`config.mk`:
```
export PLATFORM = sky130hd
export DESIGN_NAME = jk_mod_counter
export DESIGN_NICKNAME = d
export VERILOG_FILES = /design/src/rtl/jk_pkg.sv /design/src/rtl/jk_cell.sv /design/src/rtl/jk_mod_counter.sv
export SDC_FILE = /design/constraint.sdc
export NUM_CORES = 1
export LEC_CHECK = 0
export CAP_MARGIN = 20
export CORE_AREA = 2 2 44 46
export CTS_CLUSTER_DIAMETER = 150
export DETAILED_ROUTE_END_ITERATION = 7
export DIE_AREA = 0 0 46 48
export HOLD_SLACK_MARGIN = 0.15
export PLACE_DENSITY = 0.79
export SLEW_MARGIN = 20
export SYNTH_ARGS = -nofsm -noshare
export SYNTH_HDL_FRONTEND = slang
export SYNTH_SLANG_ARGS = --single-unit
```
`constraint.sdc`:
```
create_clock -name clk -period 5 [get_ports clk]
set_input_delay 0.5 -clock clk [delete_from_list [all_inputs] [get_ports clk]]
set_output_delay 0.5 -clock clk [all_outputs]
set_load 0.005 [all_outputs]
```
`src/rtl/jk_pkg.sv`:
```
// Shared JK storage-cell command encoding and per-bit excitation helper.
// Used by the JK cell and by the modulo counter that drives it.
package jk_pkg;

  typedef enum logic [1:0] {
    HOLD = 2'b00,
    RST  = 2'b01,
    SET  = 2'b10,
    TGL  = 2'b11
  } jk_cmd_t;

  // Minimal command that moves one bit from cur to nxt; toggle is never chosen.
  function automatic jk_cmd_t jk_excite(input logic cur, input logic nxt);
    jk_cmd_t cmd;
    cmd = HOLD;
    if (cur != nxt) cmd = nxt ? SET : RST;
    return cmd;
  endfunction

endpackage

```
`src/rtl/jk_cell.sv`:
```
// One edge-triggered JK storage bit; 1-cycle update, no backpressure.
// Has no reset of its own: the owner clears it by driving J=0, K=1.
module jk_cell
  import jk_pkg::*;
(
  input  logic clk,
  input  logic j,
  input  logic k,
  output logic q
);

  always_ff @(posedge clk) begin
    case (jk_cmd_t'({j, k}))
      HOLD:    q <= q;
      RST:     q <= 1'b0;
      SET:     q <= 1'b1;
      default: q <= ~q;
    endcase
  end

endmodule

```
`src/rtl/jk_mod_counter.sv`:
```
// Up/down modulo-MOD counter stored in JK cells; 1-cycle count/load latency, no backpressure.
// Priority per edge: rst > load > en > hold; tc is combinational, wrap/load_err are registered pulses.
module jk_mod_counter
  import jk_pkg::*;
#(
  parameter int WIDTH = 4,
  parameter int MOD   = 10
) (
  input  logic             clk,
  input  logic             rst,
  input  logic             en,
  input  logic             up,
  input  logic             load,
  input  logic [WIDTH-1:0] din,
  output logic [WIDTH-1:0] q,
  output logic             tc,
  output logic             wrap,
  output logic             load_err,
  output logic [WIDTH-1:0] j_dbg,
  output logic [WIDTH-1:0] k_dbg
);

  localparam logic [WIDTH:0]   MOD_EXT = (WIDTH+1)'(MOD);
  localparam logic [WIDTH-1:0] TOP     = WIDTH'(MOD - 1);

  logic [WIDTH:0]   q_ext;
  logic [WIDTH:0]   din_ext;
  logic [WIDTH:0]   inc_ext;
  logic [WIDTH-1:0] nxt;
  logic [WIDTH-1:0] j;
  logic [WIDTH-1:0] k;
  logic             at_top;
  logic             at_zero;
  logic             din_bad;

  assign q_ext   = {1'b0, q};
  assign din_ext = {1'b0, din};
  // Extra bit keeps q+1 from overflowing before the modulus compare.
  assign inc_ext = q_ext + (WIDTH+1)'(1);
  assign at_top  = (q == TOP);
  assign at_zero = (q == '0);
  assign din_bad = (din_ext >= MOD_EXT);

  always_comb begin
    nxt = q;
    if (load) begin
      nxt = din_bad ? TOP : din;
    end else if (en && up) begin
      // An out-of-range q also lands here and restarts at 0 without a wrap.
      nxt = (inc_ext >= MOD_EXT) ? '0 : inc_ext[WIDTH-1:0];
    end else if (en) begin
      nxt = at_zero ? TOP : q - WIDTH'(1);
    end
  end

  always_comb begin
    jk_cmd_t cmd;
    cmd = HOLD;
    j   = '0;
    k   = '0;
    if (rst) begin
      k = '1;
    end else begin
      for (int i = 0; i < WIDTH; i++) begin
        cmd  = jk_excite(q[i], nxt[i]);
        j[i] = cmd[1];
        k[i] = cmd[0];
      end
    end
  end

  for (genvar gi = 0; gi < WIDTH; gi++) begin : g_cell
    jk_cell u_cell (
      .clk (clk),
      .j   (j[gi]),
      .k   (k[gi]),
      .q   (q[gi])
    );
  end

  assign j_dbg = j;
  assign k_dbg = k;
  assign tc    = en & ~load & (up ? at_top : at_zero);

  always_ff @(posedge clk) begin
    if (rst) begin
      wrap     <= 1'b0;
      load_err <= 1'b0;
    end else begin
      wrap     <= tc;
      load_err <= load & din_bad;
    end
  end

endmodule

```
==> summary.md <==
| Metric | Value |
|---|---|
| Post-Synth Simple-Gate Area | 25.6% |
| Final Cell Area | 945 um^2 |
| Kind of start point of the critical path | flop |
| Clock Pin Slew Worst Setup and Hold Paths | 0.05 ns |
| Reg-to-reg startpoint | g_cell[0].u_cell.q |
| Finished Core Util | 55.9% |
| Antenna Nets Post-Route | 0 |
| TritonCTS Buffers | 3 |
| Clock skew | 0.00441 ns |
| Post-synth cell types | 44 |
| Slowest stage delay, CP | 0.57 ns |
| Status | complete, no violations |
| Compound-Gate Fraction of Synth Area | 25.3% |
| Max cap viols | 0 |
| Clock Tree Buf Depth | 2 |
| Cts-stage hold buffer count | 0 |
| Initial core utilization | 46.8% |
| Origin of the worst setup path | g_cell[0].u_cell.q |
| # clock sinks | 6 |
| First-pass GRT wire length | 2880 um |
| Setup TNS | 0 ns |
| Mapped Area | 791 um^2 |
| Commonest cells post-synth | buf_4, inv_1, nor2_1 |
| Hold Path Cell Cnt | 1 |
| Period utilization | 68.9% |
| Initial antenna violation count | 0 |
| Placed Cells incl. Taps | 124 |
| Syn Nets | 115 |
| Finished Layout Cells | 127 |
| WP buf/inv | 2 |
| Post-route minimum period | 3.44 ns |
| Drt first pass iters | 4 |
| Yosys top cell area share | 15.2% |
| Leading area contributor after synthesis | edfxtp_1 |
| Final setup viols | 0 |
| WHS Endpoint | g_cell[1].u_cell.q |
| Post-synthesis sequential area ratio | 20.3% |
| Slew margin rel. | 62.5% |
| RSZ-0062 raised after global routing | no |
| Fmax | 290 MHz |
| Leakage Power | 0.366 nW |
| R2r endpoint | g_cell[3].u_cell.q |
| Top-count cell post-synth | buf_4 |
| XOR/XNOR share of the synthesized area | 2.22% |
| Mux cell area share after synthesis | 1.27% |
| Layout fillers | 165 |
| Post-synth EDFFs | 4 |
| Power, Total | 299 uW |
| Hold Path Class | flop to flop |
| FFs w/ async S/R, synth | 0% |
| Hold wc startpoint | g_cell[1].u_cell.q |
| Die width | 46 um |
| Via-to-Cell Ratio | 5.97 |
| Yosys reg bits | 6 |
| CORE AREA | 1690 um^2 |
| Final net count | 125 |
| Avg WL per Cell | 13.5 um |
| Reg2reg setup slack | 2.50 ns |
| Worst VDD drop | 227 uV |
| P per Cell Area | 316 nW/um^2 |
| CP Cell Sequence | inv_1 > ha_1 > nor4b_1 > a221oi_1 > a311o_1 > and2_4 > nor3_1 > clkdlybuf4s50_1 |
| CTS tree | built |
| Mapped Cells | 102 |
| Main combinational cell family by area after synthesis | simple AND/OR/NAND/NOR gates |
| Row cnt | 15 |
| DRC viols | 0 |
| Routed wire length | 1720 um |
| CP max FO | 12 |
| Arrival @ worst endpoint | 2.94 ns |
| Syn avg cell area | 7.75 um^2 |
| Root buf cell | clkbuf_4 |
| Slowest cell on crit path | edfxtp_1 |
| Worst-Margin Slew | 0.548 ns |
| Port Buffers | 23 |
| Crit path kind | flop to output pin |
| Dominant synthesized flop cell | edfxtp_1 |
| Adder-cell share of the synthesized area | 6.33% |
| Pins Over Slew Limit | 0 |
| HPWL after DPL | 1290 um |
| Yosys warning total | 0 |
| Layout cells sized above 1 | 9.09% |
| Total GRT Usage | 18.2% |
| Synth-to-Final Area Change | 19.5% |
| Post-DP Area | 922 um^2 |
| Critical Path RT | 4.50 ns |
| Drt first-iter violations | 31 |
| Total die area | 2210 um^2 |
| Largest net degree at the start of global routing | 18 |
| PostCTS Resize Cnt | 0 |
| Via Count | 758 |
| Synth area leaders | edfxtp_1, buf_4, ha_1 |
| H-tree levels | 1 |
| Routability Congestion | 0.808 |
| Reg2reg path depth | 7 |
| Io pins | 24 |
| Vias in the first global route | 650 |
| Fin. Hold Viols | 0 |
| Die Y | 48 um |
| Worst skew pair latency | 0.25 ns |
| Worst setup EP type | output pin |
| GRT overflow | 0 |
| Critical path's top delay family | buffers and inverters |
| Setup bufs post-CTS | 0 |
| Ant diodes | 0 |
## layer usage
layer  vias to the layer above  routed length (um)  track usage (%)
met5                         -                   0                0
met4                         0                  48             12.0
met3                         4                  57             1.13
met2                        18                 801             26.4
met1                       359                 813             25.8
li1                        377                   -                -
## cell usage in the layout (no fill, tap or decap), types with 3 or more instances in the layout
cell,synthesis,layout
clkdlybuf4s50_1,0,23
inv_1,8,8
nor2_1,7,7
o21ai_0,6,6
nand2_1,6,6
nor3_1,4,4
ha_1,4,4
edfxtp_1,4,4
a211oi_1,3,3
clkbuf_4,0,3
## worst max-delay path by stage
stage               end  depth (start not counted)
2_1_floorplan  k_dbg[3]                          9
3_3_place_gp   j_dbg[3]                          7
3_5_place_dp   j_dbg[3]                          7
4_1_cts        j_dbg[3]                          8
5_1_grt        j_dbg[3]                          8
6_report       j_dbg[3]                          8
## metrics by stage
step / setup WS [ns] / hold WS, ns
floorplan: 2.42 / 0.669
global placement: 1.73 / 0.819
detailed placement: 1.68 / 0.836
CTS: 1.56 / 0.846
global route: 1.30 / 0.908
finish: 1.56 / 0.837
## registers in the layout, summed over array words and instances (netlist names)
register and cells:
g_cell.u_cell.q 4, load_err 1, wrap 1
## cell families after synthesis
logic type,after synthesis
AO/OA/AOI/OAI,27
adder cells (fa/ha/maj),4
XOR/XNOR,2
flip-flops,6
AND/OR/NAND/NOR,36
buffers and inverters,26
multiplexers,1
## worst register-to-register path, stage by stage, from the launching register on
cell      delay (ns)
edfxtp_1        0.57
inv_1           0.16
ha_1            0.38
nor4b_1         0.26
a221oi_1        0.14
a311o_1         0.37
and3_1          0.17
o21ai_1         0.14
## report_power, final
part	internal [mW]	total, mW	switching [mW]
clock	0.0274	0.0481	0.0207
combinational	0.0864	0.156	0.0695
sequential	0.0655	0.0947	0.0292
## final cells by class
class,instances,area [um^2],share of cell area [%]
tap,17,21.3,2.25
clock buffer,3,22.5,2.38
sequential,6,160,17.0
timing repair buffer,23,230,24.4
multi-input combinational,70,480,50.9
inverter,8,30.0,3.18
Note: power is estimated with default switching activity, not from simulation.
